[config.mk]
export PLATFORM = sky130hd
export DESIGN_NAME = uart_cmd_responder_flat
export DESIGN_NICKNAME = d
export VERILOG_FILES = /design/src/rtl/uart_cmd_responder_if.sv /design/src/rtl/uart_cmd_responder.sv /design/src/flat_wrapper.sv
export SDC_FILE = /design/constraint.sdc
export NUM_CORES = 1
export LEC_CHECK = 0
export ABC_AREA = 1
export CAP_MARGIN = 25
export CELL_PAD_IN_SITES_DETAIL_PLACEMENT = 0
export CELL_PAD_IN_SITES_GLOBAL_PLACEMENT = 1
export CORE_ASPECT_RATIO = 0.9
export CORE_MARGIN = 2
export CORE_UTILIZATION = 40
export CTS_CLUSTER_SIZE = 40
export DETAILED_ROUTE_END_ITERATION = 7
export PLACE_DENSITY_LB_ADDON = 0.1
export SETUP_SLACK_MARGIN = 0.05
export SYNTH_ARGS = -nofsm -noshare
export SYNTH_HDL_FRONTEND = slang
export SYNTH_SLANG_ARGS = --single-unit
[constraint.sdc]
create_clock -name clk -period 4.3 [get_ports clk]
set_clock_uncertainty 0.2 [all_clocks]
set_input_delay 1.075 -clock clk [delete_from_list [all_inputs] [get_ports clk]]
set_output_delay 1.075 -clock clk [all_outputs]
set_load 0.005 [all_outputs]
[src/rtl/uart_cmd_responder_if.sv]
// FIFO-pair and register-bus signals seen by the UART command responder.
// The master modport is the responder side; slave is the FIFO/register side.
interface uart_cmd_responder_if #(
  parameter int unsigned DATA_BITS = 8,
  parameter int unsigned ADDR_BITS = 8
);
  logic [DATA_BITS-1:0] rx_data;
  logic                 rx_empty;
  logic                 rx_read_req;
  logic                 tx_full;
  logic                 tx_write_req;
  logic [DATA_BITS-1:0] tx_wdata;
  logic [ADDR_BITS-1:0] reg_addr;
  logic [DATA_BITS-1:0] reg_wdata;
  logic                 reg_we;
  logic                 reg_re;
  logic [DATA_BITS-1:0] reg_rdata;

  modport master (
    input  rx_data, rx_empty, tx_full, reg_rdata,
    output rx_read_req, tx_write_req, tx_wdata, reg_addr, reg_wdata, reg_we, reg_re
  );

  modport slave (
    output rx_data, rx_empty, tx_full, reg_rdata,
    input  rx_read_req, tx_write_req, tx_wdata, reg_addr, reg_wdata, reg_we, reg_re
  );
endinterface

[src/rtl/uart_cmd_responder.sv]
// Pops framed commands from the RX FIFO, performs one register read or write per frame
// and pushes a single response byte into the TX FIFO.
module uart_cmd_responder #(
  parameter int unsigned         DATA_BITS      = 8,
  parameter int unsigned         ADDR_BITS      = 8,
  parameter int unsigned         TIMEOUT_CYCLES = 1_000_000,
  parameter logic [DATA_BITS-1:0] CMD_WR        = 8'h57,
  parameter logic [DATA_BITS-1:0] CMD_RD        = 8'h52,
  parameter logic [DATA_BITS-1:0] RSP_ACK       = 8'h06,
  parameter logic [DATA_BITS-1:0] RSP_NAK       = 8'h15
) (
  input  logic                  clk,
  input  logic                  reset,
  uart_cmd_responder_if.master  bus,
  output logic                  busy,
  output logic                  frame_err
);

  localparam int unsigned      CntW   = $clog2(TIMEOUT_CYCLES);
  localparam logic [CntW-1:0]  CntMax = CntW'(TIMEOUT_CYCLES - 1);

  localparam logic [2:0] StIdle    = 3'd0;
  localparam logic [2:0] StGetAddr = 3'd1;
  localparam logic [2:0] StGetData = 3'd2;
  localparam logic [2:0] StRegWr   = 3'd3;
  localparam logic [2:0] StRegRd   = 3'd4;
  localparam logic [2:0] StRdWait  = 3'd5;
  localparam logic [2:0] StSend    = 3'd6;

  logic [2:0]           state_q, state_d;
  logic                 is_wr_q, is_wr_d;
  logic [CntW-1:0]      cnt_q, cnt_d;
  logic [DATA_BITS-1:0] tx_wdata_q, tx_wdata_d;
  logic [ADDR_BITS-1:0] reg_addr_q, reg_addr_d;
  logic [DATA_BITS-1:0] reg_wdata_q, reg_wdata_d;

  logic in_get;
  logic pop;
  logic timeout;

  assign in_get  = (state_q == StGetAddr) || (state_q == StGetData);
  assign pop     = ((state_q == StIdle) || in_get) && !bus.rx_empty;
  // A byte arriving on the last allowed cycle still wins over the abort.
  assign timeout = in_get && bus.rx_empty && (cnt_q == CntMax);

  always_comb begin
    state_d     = state_q;
    is_wr_d     = is_wr_q;
    tx_wdata_d  = tx_wdata_q;
    reg_addr_d  = reg_addr_q;
    reg_wdata_d = reg_wdata_q;
    cnt_d       = '0;
    if (in_get && bus.rx_empty && (cnt_q != CntMax)) begin
      cnt_d = cnt_q + 1'b1;
    end

    case (state_q)
      StIdle: begin
        if (pop) begin
          if (bus.rx_data == CMD_WR) begin
            is_wr_d = 1'b1;
            state_d = StGetAddr;
          end else if (bus.rx_data == CMD_RD) begin
            is_wr_d = 1'b0;
            state_d = StGetAddr;
          end else begin
            tx_wdata_d = RSP_NAK;
            state_d    = StSend;
          end
        end
      end
      StGetAddr: begin
        if (timeout) begin
          state_d = StIdle;
        end else if (pop) begin
          reg_addr_d = bus.rx_data[ADDR_BITS-1:0];
          state_d    = is_wr_q ? StGetData : StRegRd;
        end
      end
      StGetData: begin
        if (timeout) begin
          state_d = StIdle;
        end else if (pop) begin
          reg_wdata_d = bus.rx_data;
          state_d     = StRegWr;
        end
      end
      StRegWr: begin
        tx_wdata_d = RSP_ACK;
        state_d    = StSend;
      end
      StRegRd: begin
        state_d = StRdWait;
      end
      StRdWait: begin
        tx_wdata_d = bus.reg_rdata;
        state_d    = StSend;
      end
      StSend: begin
        if (!bus.tx_full) begin
          state_d = StIdle;
        end
      end
      default: begin
        state_d = StIdle;
      end
    endcase
  end

  always_ff @(posedge clk or negedge reset) begin
    if (!reset) begin
      state_q     <= StIdle;
      is_wr_q     <= 1'b0;
      cnt_q       <= '0;
      tx_wdata_q  <= '0;
      reg_addr_q  <= '0;
      reg_wdata_q <= '0;
    end else begin
      state_q     <= state_d;
      is_wr_q     <= is_wr_d;
      cnt_q       <= cnt_d;
      tx_wdata_q  <= tx_wdata_d;
      reg_addr_q  <= reg_addr_d;
      reg_wdata_q <= reg_wdata_d;
    end
  end

  assign bus.rx_read_req  = pop;
  assign bus.tx_write_req = (state_q == StSend) && !bus.tx_full;
  assign bus.tx_wdata     = tx_wdata_q;
  assign bus.reg_addr     = reg_addr_q;
  assign bus.reg_wdata    = reg_wdata_q;
  assign bus.reg_we       = (state_q == StRegWr);
  assign bus.reg_re       = (state_q == StRegRd);
  assign busy             = (state_q != StIdle);
  assign frame_err        = timeout;

endmodule

[src/flat_wrapper.sv]
// flat-port wrapper written by rule: the top's interface ports become plain ports
module uart_cmd_responder_flat 
#(
  parameter int unsigned         DATA_BITS      = 8,
  parameter int unsigned         ADDR_BITS      = 8,
  parameter int unsigned         TIMEOUT_CYCLES = 1_000_000,
  parameter logic [DATA_BITS-1:0] CMD_WR        = 8'h57,
  parameter logic [DATA_BITS-1:0] CMD_RD        = 8'h52,
  parameter logic [DATA_BITS-1:0] RSP_ACK       = 8'h06,
  parameter logic [DATA_BITS-1:0] RSP_NAK       = 8'h15
)
  (clk, reset, busy, frame_err, bus_rx_data, bus_rx_empty, bus_tx_full, bus_reg_rdata, bus_rx_read_req, bus_tx_write_req, bus_tx_wdata, bus_reg_addr, bus_reg_wdata, bus_reg_we, bus_reg_re);
  uart_cmd_responder_if #(.DATA_BITS(DATA_BITS), .ADDR_BITS(ADDR_BITS)) bus_i ();
  input  logic clk;
  input  logic reset;
  output logic busy;
  output logic frame_err;
  input wire logic [$bits(bus_i.rx_data)-1:0] bus_rx_data;
  input wire logic [$bits(bus_i.rx_empty)-1:0] bus_rx_empty;
  input wire logic [$bits(bus_i.tx_full)-1:0] bus_tx_full;
  input wire logic [$bits(bus_i.reg_rdata)-1:0] bus_reg_rdata;
  output wire logic [$bits(bus_i.rx_read_req)-1:0] bus_rx_read_req;
  output wire logic [$bits(bus_i.tx_write_req)-1:0] bus_tx_write_req;
  output wire logic [$bits(bus_i.tx_wdata)-1:0] bus_tx_wdata;
  output wire logic [$bits(bus_i.reg_addr)-1:0] bus_reg_addr;
  output wire logic [$bits(bus_i.reg_wdata)-1:0] bus_reg_wdata;
  output wire logic [$bits(bus_i.reg_we)-1:0] bus_reg_we;
  output wire logic [$bits(bus_i.reg_re)-1:0] bus_reg_re;
  assign bus_i.rx_data = bus_rx_data;
  assign bus_i.rx_empty = bus_rx_empty;
  assign bus_i.tx_full = bus_tx_full;
  assign bus_i.reg_rdata = bus_reg_rdata;
  assign bus_rx_read_req = bus_i.rx_read_req;
  assign bus_tx_write_req = bus_i.tx_write_req;
  assign bus_tx_wdata = bus_i.tx_wdata;
  assign bus_reg_addr = bus_i.reg_addr;
  assign bus_reg_wdata = bus_i.reg_wdata;
  assign bus_reg_we = bus_i.reg_we;
  assign bus_reg_re = bus_i.reg_re;
  uart_cmd_responder #(.DATA_BITS(DATA_BITS), .ADDR_BITS(ADDR_BITS), .TIMEOUT_CYCLES(TIMEOUT_CYCLES), .CMD_WR(CMD_WR), .CMD_RD(CMD_RD), .RSP_ACK(RSP_ACK), .RSP_NAK(RSP_NAK)) u_core (.clk(clk), .reset(reset), .bus(bus_i), .busy(busy), .frame_err(frame_err));
endmodule
# Word-level counts from Yosys, hierarchy flattened

Index checks and enable logic that the tools add are counted.

Register bits: 48
Input port bits: 20
Output and inout bits: 30
Word-level logic and storage cells: 60

$add $sub $neg: 1
Equal/unequal tests: 16
Mux-type cells: 17
Bitwise operators: 1
Reduce and logical (&&, ||, !) cells: 19

Operators by type and width:

| kind                                                             | count |
|---|---|
| 3-bit 2-to-1 mux                                                 | 9 |
| 8-bit 2-to-1 mux                                                 | 3 |
| 8-bit one-hot mux with 3 select lines                            | 1 |
| 20-bit by 1-bit adder with 20-bit output (second input constant) | 1 |
| 20-bit == test (second input constant)                           | 1 |
| 20-bit 2-to-1 mux                                                | 1 |
| 20-bit inequality test (second input constant)                   | 1 |
| 3-bit one-hot mux with 6 select lines                            | 1 |
| 8-bit by 7-bit == test with 1-bit output (second input constant) | 2 |
| 3-bit == test (second input constant)                            | 3 |
| 3-bit AND reduction                                              | 3 |
| 2-bit inequality test (second input constant)                    | 4 |
| 4-bit AND reduction                                              | 2 |
| 3-bit by 2-bit == test with 1-bit output (second input constant) | 2 |
| 3-bit inequality test (second input constant)                    | 2 |
| 3-bit nonzero test                                               | 2 |
| 1-bit logical AND                                                | 5 |
| 3-bit by 1-bit == test with 1-bit output (second input constant) | 1 |
| 3-bit zero test                                                  | 1 |
| 1-bit zero test                                                  | 2 |
| 1-bit logical OR                                                 | 2 |
| 1-bit 2-to-1 mux                                                 | 2 |
| 2-bit nonzero test                                               | 1 |
| 2-bit OR reduction                                               | 1 |
| 1-bit NOT                                                        | 1 |

# Longest topological paths before layout

Word-level depth: 7
Depth in mapped cells: 10
Mapped depth without buffers: 10

# Least setup slack after synthesis

Ideal clock, no wire load.

Path type: in2out
Start: in bus_rx_empty
End: out frame_err
Data arrival time: 1.366 ns
Slack: 1.659 ns
Cell stages on the path: 2
Path buffers: 0
Path through: nand2_2 nor3_1

Word-level cells in the longest chain between the ends: 2

Ends and longest elaborated chain:

| what                            | RTL line                 | RTL |
|---|---|---|
| start: declaration              | flat_wrapper.sv:19       | `input wire logic [$bits(bus_i.rx_empty)-1:0] bus_rx_empty;` |
| 1-bit logical AND (2 in series) | uart_cmd_responder.sv:44 | `assign timeout = in_get && bus.rx_empty && (cnt_q == CntMax);` |
| end: declaration                | flat_wrapper.sv:17       | `output logic frame_err;` |

Every way passes these cells.

# Final worst setup path

Start: in bus_rx_empty
End: out bus_rx_read_req

Word-level cells in the longest chain between the ends: 2

Ends and longest elaborated chain:

| what              | RTL line                 | RTL |
|---|---|---|
| 1-bit zero test   | uart_cmd_responder.sv:42 | `assign pop = ((state_q == StIdle) \|\| in_get) && !bus.rx_empty;` |
| 1-bit logical AND | uart_cmd_responder.sv:42 |  |
| end: declaration  | flat_wrapper.sv:22       | `output wire logic [$bits(bus_i.rx_read_req)-1:0] bus_rx_read_req;` |

Every way passes these cells.

==> flow_summary_export.csv <==
group,metric,value,unit
finish,drive_gt1_share,9.42,%
status,status,"completed",
finish,diodes,0,
die,dieHeight,78.7,µm
timing,fmax,0.269,GHz
critical_path,critical_path.reg2reg.startpoint,"u_core.cnt_q[0]",
min_path,holdPathStages,1,
detailed_routing,vias,2134,
min_path,min_to,"u_core.cnt_q[0]",
global_route,grt_max_degree,37,
synth,ys_types,28,
power_and_ir_drop,internal-power,1.09,mW
run,drv_cap,0,
synth,synth_area_leaders,"dfrtp_1 48%, nand2_1 10%, nor2_1 6.4%",
cts,cts_root_buf,"clkbuf_8",
finish,stdcell_count,433,
synth,synth_nets,329,
min_path,hp-start,"u_core.cnt_q[0]",
detailed_routing,wirelength,5640,µm
synth,synth.cell_area,0.00248,mm²
timing,relSlewSlack,73.4,%
finish,nets,381,
critical_path,r2r-end,"u_core.cnt_q[8]",
global_route,grt_usage,18.5,%
critical_path,start_kind,"input pin",
finish,mostFrequentLayoutCells,"66 x nand2_1, 48 x clkdlybuf4s50_1, 48 x dfrtp_1",
power_and_ir_drop,pwr_density_cell,523,mW/mm²
place,dpl.hpwl,4300,µm
die,io_pins,50,
power_and_ir_drop,clkPwrFrac,21.8,%
synth,ys.flop_type,"dfrtp_1",
power_and_ir_drop,p_comb_share,39.3,%
die,core,0.00605,mm²
global_route,grt-ovfl-total,0,
synth,async_flop_share,100,%
finish,layout_commonest_cell,"nand2_1",
power_and_ir_drop,leakagePower,1.41,nW
synth,netlist_instances,308,
timing,worstMarginPinSlew,0.397,ns
power_and_ir_drop,power_frac_seq,38.9,%
synth,ys_seq_area_share,48.4,%
place,place.gp.congestion,0.859,
die,start_util,41.0,%
critical_path,reg2reg_slack,2.27,ns
die,die_w,87.0,µm
cts,cts_buffers,5,
detailed_routing,wl_per_cell,13.0,µm
critical_path,worstPathArrival,2.44,ns
cts,ctsResizeCount,0,
cts,path_clk_slew,0.09,ns
timing,tns,0,ns
cts,cts_hold_buf,0,
detailed_routing,first_pass_iters,4,
timing,hold_viol_final,0,
cts,clock_sinks,48,
global_route,grt_pass1_vias,2141,
power_and_ir_drop,p_switching,561,µW
synth,synth_edf_count,0,
critical_path,r2r_cells,8,
critical_path,worstSetupEndpointType,"output port",
detailed_routing,drtAntennaViolNets,0,
cts,cts_buffer_depth,2,
min_path,holdCritPathClass,"reg2reg",
timing,finalCritPeriodShare,86.4,%
global_route,antenna_found_initial,0,
detailed_routing,drcViolationCount,0,
die,row_count,27,
synth,yosysTopAreaCell,"dfrtp_1",
timing,layout_min_cycle_time,3.71,ns
global_route,grt_pass1_wl,10100,µm
timing,slew_viol_final,0,
cts,htree_levels,2,
cts,post_cts_buffers,0,
cts,cts_tree,"yes",
critical_path,path_class,"in2out",
synth,syn_avg_cell_area,8.05,µm²
timing,finalSetupViolations,0,
finish,area_growth,27.6,%
critical_path,timing.critical_path.fanout_max,5,
timing,grt_setup_unrepaired,"no",
power_and_ir_drop,netSwitchingFraction,33.9,%
detailed_routing,vias_per_cell,4.93,
synth,ys_ff_latch,48,
detailed_routing,drtIter0Drc,78,
power_and_ir_drop,vdd_drop_max,259,µV
place,portBuffers,49,
die,fp.dieArea,0.00685,mm²
critical_path,worstPathRequired,3.02,ns
place,dp.cells,425,
synth,yosys_warnings,0,
cts,insertion_delay,0.30,ns
synth,yosysTopAreaCellShare,48.4,%
synth_stat cells, types with 2 or more instances:
master and number:
nand2_1 66, dfrtp_1 48, nor2_1 42, inv_1 34, nand3_1 26, o21ai_1 19, nand4_1 12, nor3_1 10
inv_2 9, a21oi_1 7, xor2_1 5, o21ai_2 4, buf_2 3, nand2_2 3, nand3_4 3, nor3b_1 3
buf_6 2, nor2_2 2
logic make-up (layout without fill, tap and decap cells):
logic type,count (synthesis),in the layout,synth area share [%]
flip-flops,48,48,48.4
buffers and inverters,48,101,8.02
adder cells (fa/ha/maj),1,1,0.504
AND/OR/NAND/NOR,170,170,32.4
AO/OA/AOI/OAI,35,35,8.53
XOR/XNOR,6,6,2.12
flip-flops by register name, indices dropped and copies added, names as in the netlist:
signal,cells
u_core.cnt_q,20
u_core.bus.reg_addr,8
u_core.is_wr_q,1
u_core.state_q,3
u_core.bus.tx_wdata,8
u_core.bus.reg_wdata,8
critical path: stages:
cell	delay, ns
clkdlybuf4s50_1	0.46
nor2_2	0.33
clkdlybuf4s50_1	0.57
per-layer routing:
metal | part of all wire, % | GRT usage, % | up-vias
li1 | - | - | 1101
met2 | 48 | 29.4 | 34
met4 | 1.2 | 5.63 | 0
met1 | 48 | 25.8 | 992
met5 | 0 | 0 | -
met3 | 3.0 | 3.22 | 7
power by group through the flow:
stage / combinational, mW / sequential [mW] / clock (mW)
6_report: 0.651 / 0.645 / 0.360
5_1_grt: 0.732 / 0.661 / 0.390
4_1_cts: 0.663 / 0.646 / 0.371
3_5_place_dp: 0.661 / 0.652 / 0
3_3_place_gp: 0.661 / 0.651 / 0
2_1_floorplan: 0.361 / 0.634 / 0
worst max path at each step:
stage	start	to	slack [ns]
global route	bus_rx_empty	frame_err	0.52
detailed placement	bus_rx_empty	frame_err	0.59
CTS	bus_rx_empty	frame_err	0.57
finish	bus_rx_empty	bus_rx_read_req	0.59
global placement	bus_rx_empty	bus_rx_read_req	0.60
floorplan	bus_rx_empty	frame_err	1.66
cell type report:
| class | count | area, µm² |
|---|---|---|
| repair buffers | 50 | 505 |
| flip-flops and latches | 48 | 1200 |
| clock inverters | 1 | 30.0 |
| inverters | 43 | 161 |
| clock buffers | 7 | 96.3 |
| well taps | 72 | 90.1 |
| multi-input cells | 212 | 1080 |
| fillers | 612 | 2880 |
stage by stage:
stage / power, mW / setup slack (ns) / util, % / instance area [µm²] / hold WS (ns)
detailed placement: 1.31 / 0.587 / 50.2 / 3040 / 0.262
finish: 1.66 / 0.587 / 52.3 / 3160 / 0.265
floorplan: 0.996 / 1.66 / - / 2480 / 0.233
global route: 1.78 / 0.520 / 52.3 / 3160 / 0.291
CTS: 1.68 / 0.570 / 52.3 / 3160 / 0.275
global placement: 1.31 / 0.599 / 49.9 / 3020 / 0.251
(Power assumes the default switching activity.)
